File: src/rtl/serial_add_ctrl_if.sv
// Handshake/result bundle for serial_add_ctrl.
// The ovf signal exists only when SERIAL_ADD_OVF_EN is defined.
interface serial_add_ctrl_if #(
  parameter int WIDTH = 8
);
  logic             start;
  logic [WIDTH-1:0] a;
  logic [WIDTH-1:0] b;
  logic             cin;
  logic             busy;
  logic             done;
  logic [WIDTH-1:0] sum;
  logic             cout;
`ifdef SERIAL_ADD_OVF_EN
  logic             ovf;
`endif

  modport master (
    output start, a, b, cin,
`ifdef SERIAL_ADD_OVF_EN
    input  ovf,
`endif
    input  busy, done, sum, cout
  );

  modport slave (
    input  start, a, b, cin,
`ifdef SERIAL_ADD_OVF_EN
    output ovf,
`endif
    output busy, done, sum, cout
  );
endinterface

File: src/rtl/serial_add_ctrl.sv
// Bit-serial adder: one full_adder cell reused over WIDTH cycles, LSB first.
// Define SERIAL_ADD_OVF_EN to add the registered signed-overflow output.
module full_adder (
  input  logic a,
  input  logic b,
  input  logic cin,
  output logic s,
  output logic cout
);
  assign s    = a ^ b ^ cin;
  assign cout = (a & b) | (cin & (a ^ b));
endmodule

module serial_add_ctrl #(
  parameter int WIDTH = 8
) (
  input logic               clk,
  input logic               rst_n,
  serial_add_ctrl_if.slave  bus
);
  localparam int CW = $clog2(WIDTH);
  localparam logic [CW-1:0] LAST = CW'(WIDTH - 1);

  typedef enum logic [1:0] {IDLE, RUN, DONE} state_e;

  state_e           state_q, state_d;
  logic [WIDTH-1:0] a_sh_q, a_sh_d, b_sh_q, b_sh_d, sum_sh_q, sum_sh_d;
  logic [WIDTH-1:0] sum_q, sum_d;
  logic [CW-1:0]    cnt_q, cnt_d;
  logic             carry_q, carry_d, cout_q, cout_d;
  logic             fa_s, fa_co;
`ifdef SERIAL_ADD_OVF_EN
  logic             ovf_q, ovf_d;
`endif

  full_adder u_fa (
    .a   (a_sh_q[0]),
    .b   (b_sh_q[0]),
    .cin (carry_q),
    .s   (fa_s),
    .cout(fa_co)
  );

  always_comb begin
    state_d  = state_q;
    a_sh_d   = a_sh_q;
    b_sh_d   = b_sh_q;
    sum_sh_d = sum_sh_q;
    cnt_d    = cnt_q;
    carry_d  = carry_q;
    sum_d    = sum_q;
    cout_d   = cout_q;
`ifdef SERIAL_ADD_OVF_EN
    ovf_d    = ovf_q;
`endif
    case (state_q)
      IDLE, DONE: begin
        if (bus.start) begin
          a_sh_d  = bus.a;
          b_sh_d  = bus.b;
          carry_d = bus.cin;
          cnt_d   = '0;
          state_d = RUN;
        end else begin
          state_d = IDLE;
        end
      end
      RUN: begin
        a_sh_d   = a_sh_q >> 1;
        b_sh_d   = b_sh_q >> 1;
        sum_sh_d = {fa_s, sum_sh_q[WIDTH-1:1]};
        carry_d  = fa_co;
        cnt_d    = cnt_q + CW'(1);
        if (cnt_q == LAST) begin
          // Output registers take the fully shifted value on the final bit.
          state_d = DONE;
          sum_d   = sum_sh_d;
          cout_d  = fa_co;
`ifdef SERIAL_ADD_OVF_EN
          ovf_d   = carry_q ^ fa_co;
`endif
        end
      end
      default: state_d = IDLE;
    endcase
  end

  always_ff @(posedge clk or negedge rst_n) begin
    if (!rst_n) begin
      state_q  <= IDLE;
      a_sh_q   <= '0;
      b_sh_q   <= '0;
      sum_sh_q <= '0;
      cnt_q    <= '0;
      carry_q  <= 1'b0;
      sum_q    <= '0;
      cout_q   <= 1'b0;
`ifdef SERIAL_ADD_OVF_EN
      ovf_q    <= 1'b0;
`endif
    end else begin
      state_q  <= state_d;
      a_sh_q   <= a_sh_d;
      b_sh_q   <= b_sh_d;
      sum_sh_q <= sum_sh_d;
      cnt_q    <= cnt_d;
      carry_q  <= carry_d;
      sum_q    <= sum_d;
      cout_q   <= cout_d;
`ifdef SERIAL_ADD_OVF_EN
      ovf_q    <= ovf_d;
`endif
    end
  end

  assign bus.busy = (state_q == RUN);
  assign bus.done = (state_q == DONE);
  assign bus.sum  = sum_q;
  assign bus.cout = cout_q;
`ifdef SERIAL_ADD_OVF_EN
  assign bus.ovf  = ovf_q;
`endif
endmodule

File: src/flat_wrapper.sv
// flat-port wrapper written by rule: the top's interface ports become plain ports
module serial_add_ctrl_flat 
#(
  parameter int WIDTH = 8
)
  (clk, rst_n, bus_start, bus_a, bus_b, bus_cin, bus_busy, bus_done, bus_sum, bus_cout);
  serial_add_ctrl_if #(.WIDTH(WIDTH)) bus_i ();
  input logic clk;
  input logic rst_n;
  input wire logic [$bits(bus_i.start)-1:0] bus_start;
  input wire logic [$bits(bus_i.a)-1:0] bus_a;
  input wire logic [$bits(bus_i.b)-1:0] bus_b;
  input wire logic [$bits(bus_i.cin)-1:0] bus_cin;
  output wire logic [$bits(bus_i.busy)-1:0] bus_busy;
  output wire logic [$bits(bus_i.done)-1:0] bus_done;
  output wire logic [$bits(bus_i.sum)-1:0] bus_sum;
  output wire logic [$bits(bus_i.cout)-1:0] bus_cout;
  assign bus_i.start = bus_start;
  assign bus_i.a = bus_a;
  assign bus_i.b = bus_b;
  assign bus_i.cin = bus_cin;
  assign bus_busy = bus_i.busy;
  assign bus_done = bus_i.done;
  assign bus_sum = bus_i.sum;
  assign bus_cout = bus_i.cout;
  serial_add_ctrl #(.WIDTH(WIDTH)) u_core (.clk(clk), .rst_n(rst_n), .bus(bus_i));
endmodule
File: config.mk
export PLATFORM = sky130hd
export DESIGN_NAME = serial_add_ctrl_flat
export DESIGN_NICKNAME = d
export VERILOG_FILES = /design/src/rtl/serial_add_ctrl_if.sv /design/src/rtl/serial_add_ctrl.sv /design/src/flat_wrapper.sv
export SDC_FILE = /design/constraint.sdc
export NUM_CORES = 1
export LEC_CHECK = 0
export BUFFER_PORTS_ARGS = -buffer_cell sky130_fd_sc_hd__buf_2
export CORE_UTILIZATION = 30
export CTS_BUF_LIST = sky130_fd_sc_hd__clkbuf_4 sky130_fd_sc_hd__clkbuf_8 sky130_fd_sc_hd__clkbuf_16
export DETAILED_ROUTE_END_ITERATION = 8
export GPL_TIMING_DRIVEN = 0
export HOLD_SLACK_MARGIN = 0.1
export PLACE_DENSITY_LB_ADDON = 0.2
export SLEW_MARGIN = 10
export SYNTH_ARGS = -nofsm -noshare
export SYNTH_HDL_FRONTEND = slang
export SYNTH_SLANG_ARGS = --single-unit
File: constraint.sdc
create_clock -name clk -period 2 [get_ports clk]
set_clock_uncertainty 0.2 [all_clocks]
set_input_delay 0.1 -clock clk [delete_from_list [all_inputs] [get_ports clk]]
set_output_delay 0.1 -clock clk [all_outputs]
set_load 0.02 [all_outputs]
==> flow_metrics.tcl <==
set metrics [dict create \
    clk_latency_ps 280 \
    internal-power_mw 2.092 \
    tns_ps 0 \
    r2r_setup_slack_ps 320 \
    r2r-start "u_core.cnt_q[0]$_DFFE_PN0P_" \
    yosysUniqueCellTypes 25 \
    cp_cell_sequence "nand2b_1 > buf_6 > inv_6 > buf_2 > buf_2" \
    first_pass_iters 4 \
    worstSetupEndpoint "bus_busy" \
    status "completed" \
    crit_top_cell "buf_2" \
    fillers 568 \
    io_buffers 30 \
    power_density_mw_per_mm2 1467 \
    syn_avg_cell_area_sq_um 11.29 \
    power_switching_mw 1.215 \
    hold_viol_final 0 \
    clock-sinks 38 \
    post_cts_buffers 0 \
    synth_seq_area_share 0.5468 \
    crit_fanout 10 \
    start_util 0.3139 \
    rsz0062_at_grt "no" \
    die_area_sq_mm 0.006106 \
    holdBufCountCts 18 \
    layout_common_cells "38 x dfrtp_1, 36 x buf_2, 21 x nand2_1" \
    core_sq_mm 0.005540 \
    final_common_cell "dfrtp_1" \
    maxSlewViolCount 0 \
    finalCriticalPeriod_ps 1845 \
    timing.rr.end "u_core.cnt_q[2]$_DFFE_PN0P_" \
    gp_congestion 0.6915 \
    static-leakage-power_nw 1.069 \
    overflow 0 \
    vias 1305 \
    drive_gt1_frac 0.2762 \
    setup.worst_path.end_class "output port" \
    fp.dieH_um 78.14 \
    grt_pass1_vias 1264 \
    drt_iter0_drc 25 \
    p_clk_frac 0.168 \
    synth_area_sq_mm 0.001739 \
    post-route-util 0.4070 \
    clock_path_buffers 2 \
    grt_pass1_wl_um 6072 \
    crit_arrival_ps 1550 \
    worstHoldStart "bus_start" \
    hpwl_um 2280 \
    multi_input_area_sq_um 723.2 \
    startpoint_type "register" \
    p_sw_frac 0.3674 \
    synthCells 154 \
    postCtsResizedCells 0 \
    die_w_um 78.14 \
    crit_path_top_delay_cell "dfrtp_1" \
    nets 232 \
    rows 27 \
    critical_path_class "reg -> out" \
    avgRoutedWirePerCell_um 12.44 \
    power_frac_seq 0.417 \
    max_stage_delay_ps 420 \
    syn_to_final_growth_pct 29.64 \
    wl_um 3509 \
    fin_crit_sh 0.9227 \
    setup_viol 0 \
    ys_ff_latch 38 \
    ir_drop_mv 0.6006 \
    path_clk_slew_ps 80 \
    cts_root_buf "clkbuf_8" \
    antenna_cells 0 \
    max_freq_mhz 541.9 \
    viasPerCell 4.628 \
    worst_pin_slew_ps 854.8 \
    crit_required_ps 1700 \
    final_antenna_net_count 0 \
    maxSlewHeadroom 0.4301 \
    cts_buffers 5 \
    drc 0 \
    cts_tree "done" \
    rr_worst_depth 4 \
    hold_path_class "in -> reg" \
    h-tree-depth 2 \
    syn-num-nets 177 \
    comb_power_share 0.415 \
    grt_max_degree 39 \
    regArea_sq_um 950.9 \
    crit_start "u_core.state_q[1]$_DFFE_PN0P_" \
    grt_antenna_before_repair 0 \
    maxCapViolations 0 \
    io_pins 31 \
    yosysWarningCount 0 \
    gr-usage-all-layers 0.1287 \
]
-- Yosys cell counts, drive strengths merged --
library cell	n	area, sq um
nor2b	9	56.30
fa	1	20.02
and2b	1	7.510
buf	7	41.29
a21oi	8	40.04
mux2	11	157.7
dfrtp	38	950.9
nand2	22	90.09
a22o	3	26.28
mux2i	9	90.09
inv	2	12.51
clkbuf	3	11.26
o21ai	3	15.01
o22ai	7	43.79
a211oi	8	60.06
nand2b	2	12.51
ha	2	25.02
nand3	2	10.01
nor2	9	33.78
nor3	7	35.03
-- critical path, delay by kind of cell (launching register included) --
| kind | cells | cell delay (ps) |
|---|---|---|
| flip-flops | 1 | 420 |
| AND/OR/NAND/NOR | 1 | 170 |
| buffers and inverters | 4 | 670 |
-- registers in the layout, summed over array words and instances, names as in the netlist --
name,count
u_core.carry_q,1
u_core.b_sh_q,8
u_core.bus.cout,1
u_core.state_q,2
u_core.a_sh_q,8
u_core.sum_sh_q,7
u_core.bus.sum,8
u_core.cnt_q,3
-- cell families (layout without fill, tap and decap cells) --
kind of cell | Yosys count | in the layout | share of synthesized area
mux | 20 | 20 | 0.1424
fa+ha+maj | 3 | 3 | 0.02590
simple gates | 52 | 52 | 0.1410
buf+inv | 12 | 68 | 0.03741
flops | 38 | 38 | 0.5468
compound gates | 29 | 29 | 0.1065
-- final cells by class --
type | count | area share
plain buffers | 10 | 0.02331
well taps | 72 | 0.03996
inverters | 2 | 0.005549
repair buffers | 48 | 0.1465
clock buffers | 7 | 0.03996
clock inverters | 1 | 0.002220
flip-flops and latches | 38 | 0.4218
multi-input cells | 104 | 0.3208
-- per-layer routing --
layer	GRT usage	vias up	wire, um
met5	0	-	0
met4	0.04444	0	39
met3	0.03488	4	96
met2	0.1982	26	1584
met1	0.1734	629	1788
li1	-	646	-
-- through the flow --
stage                     hold slack [ps]  worst slack, ps  instances  cell area (sq um)  power (mW)
final                               141.6            154.7        282               2255       3.307
after global routing                161.3            39.81        282               2255       3.602
after CTS                           144.6            123.7        282               2255       3.373
after detailed placement            69.31            336.5        256               1979       2.776
after global placement              77.41            339.9        256               1979       2.750
after floorplan                    -395.6            376.9        154               1739       2.399
-- power groups by stage --
stage / clock network (mW) / registers (mW) / logic (mW)
after floorplan: 0 / 1.44 / 0.959
after global placement: 0 / 1.40 / 1.35
after detailed placement: 0 / 1.40 / 1.38
after CTS: 0.583 / 1.39 / 1.40
after global routing: 0.621 / 1.43 / 1.55
final: 0.557 / 1.38 / 1.37
-- how the worst min path moves through the flow --
stage / cells past startpoint / slack, ps / endpoint
finish: 4 / 140 / u_core.state_q[0]$_DFFE_PN0P_
global route: 4 / 160 / u_core.state_q[0]$_DFFE_PN0P_
CTS: 4 / 140 / u_core.state_q[0]$_DFFE_PN0P_
detailed placement: 1 / 70 / u_core.bus.sum[1]$_DFFE_PN0P_
global placement: 1 / 80 / u_core.bus.sum[0]$_DFFE_PN0P_
floorplan: 0 / -400 / u_core.a_sh_q[0]$_DFFE_PN0P_
Power figures use the tool's default switching activity.
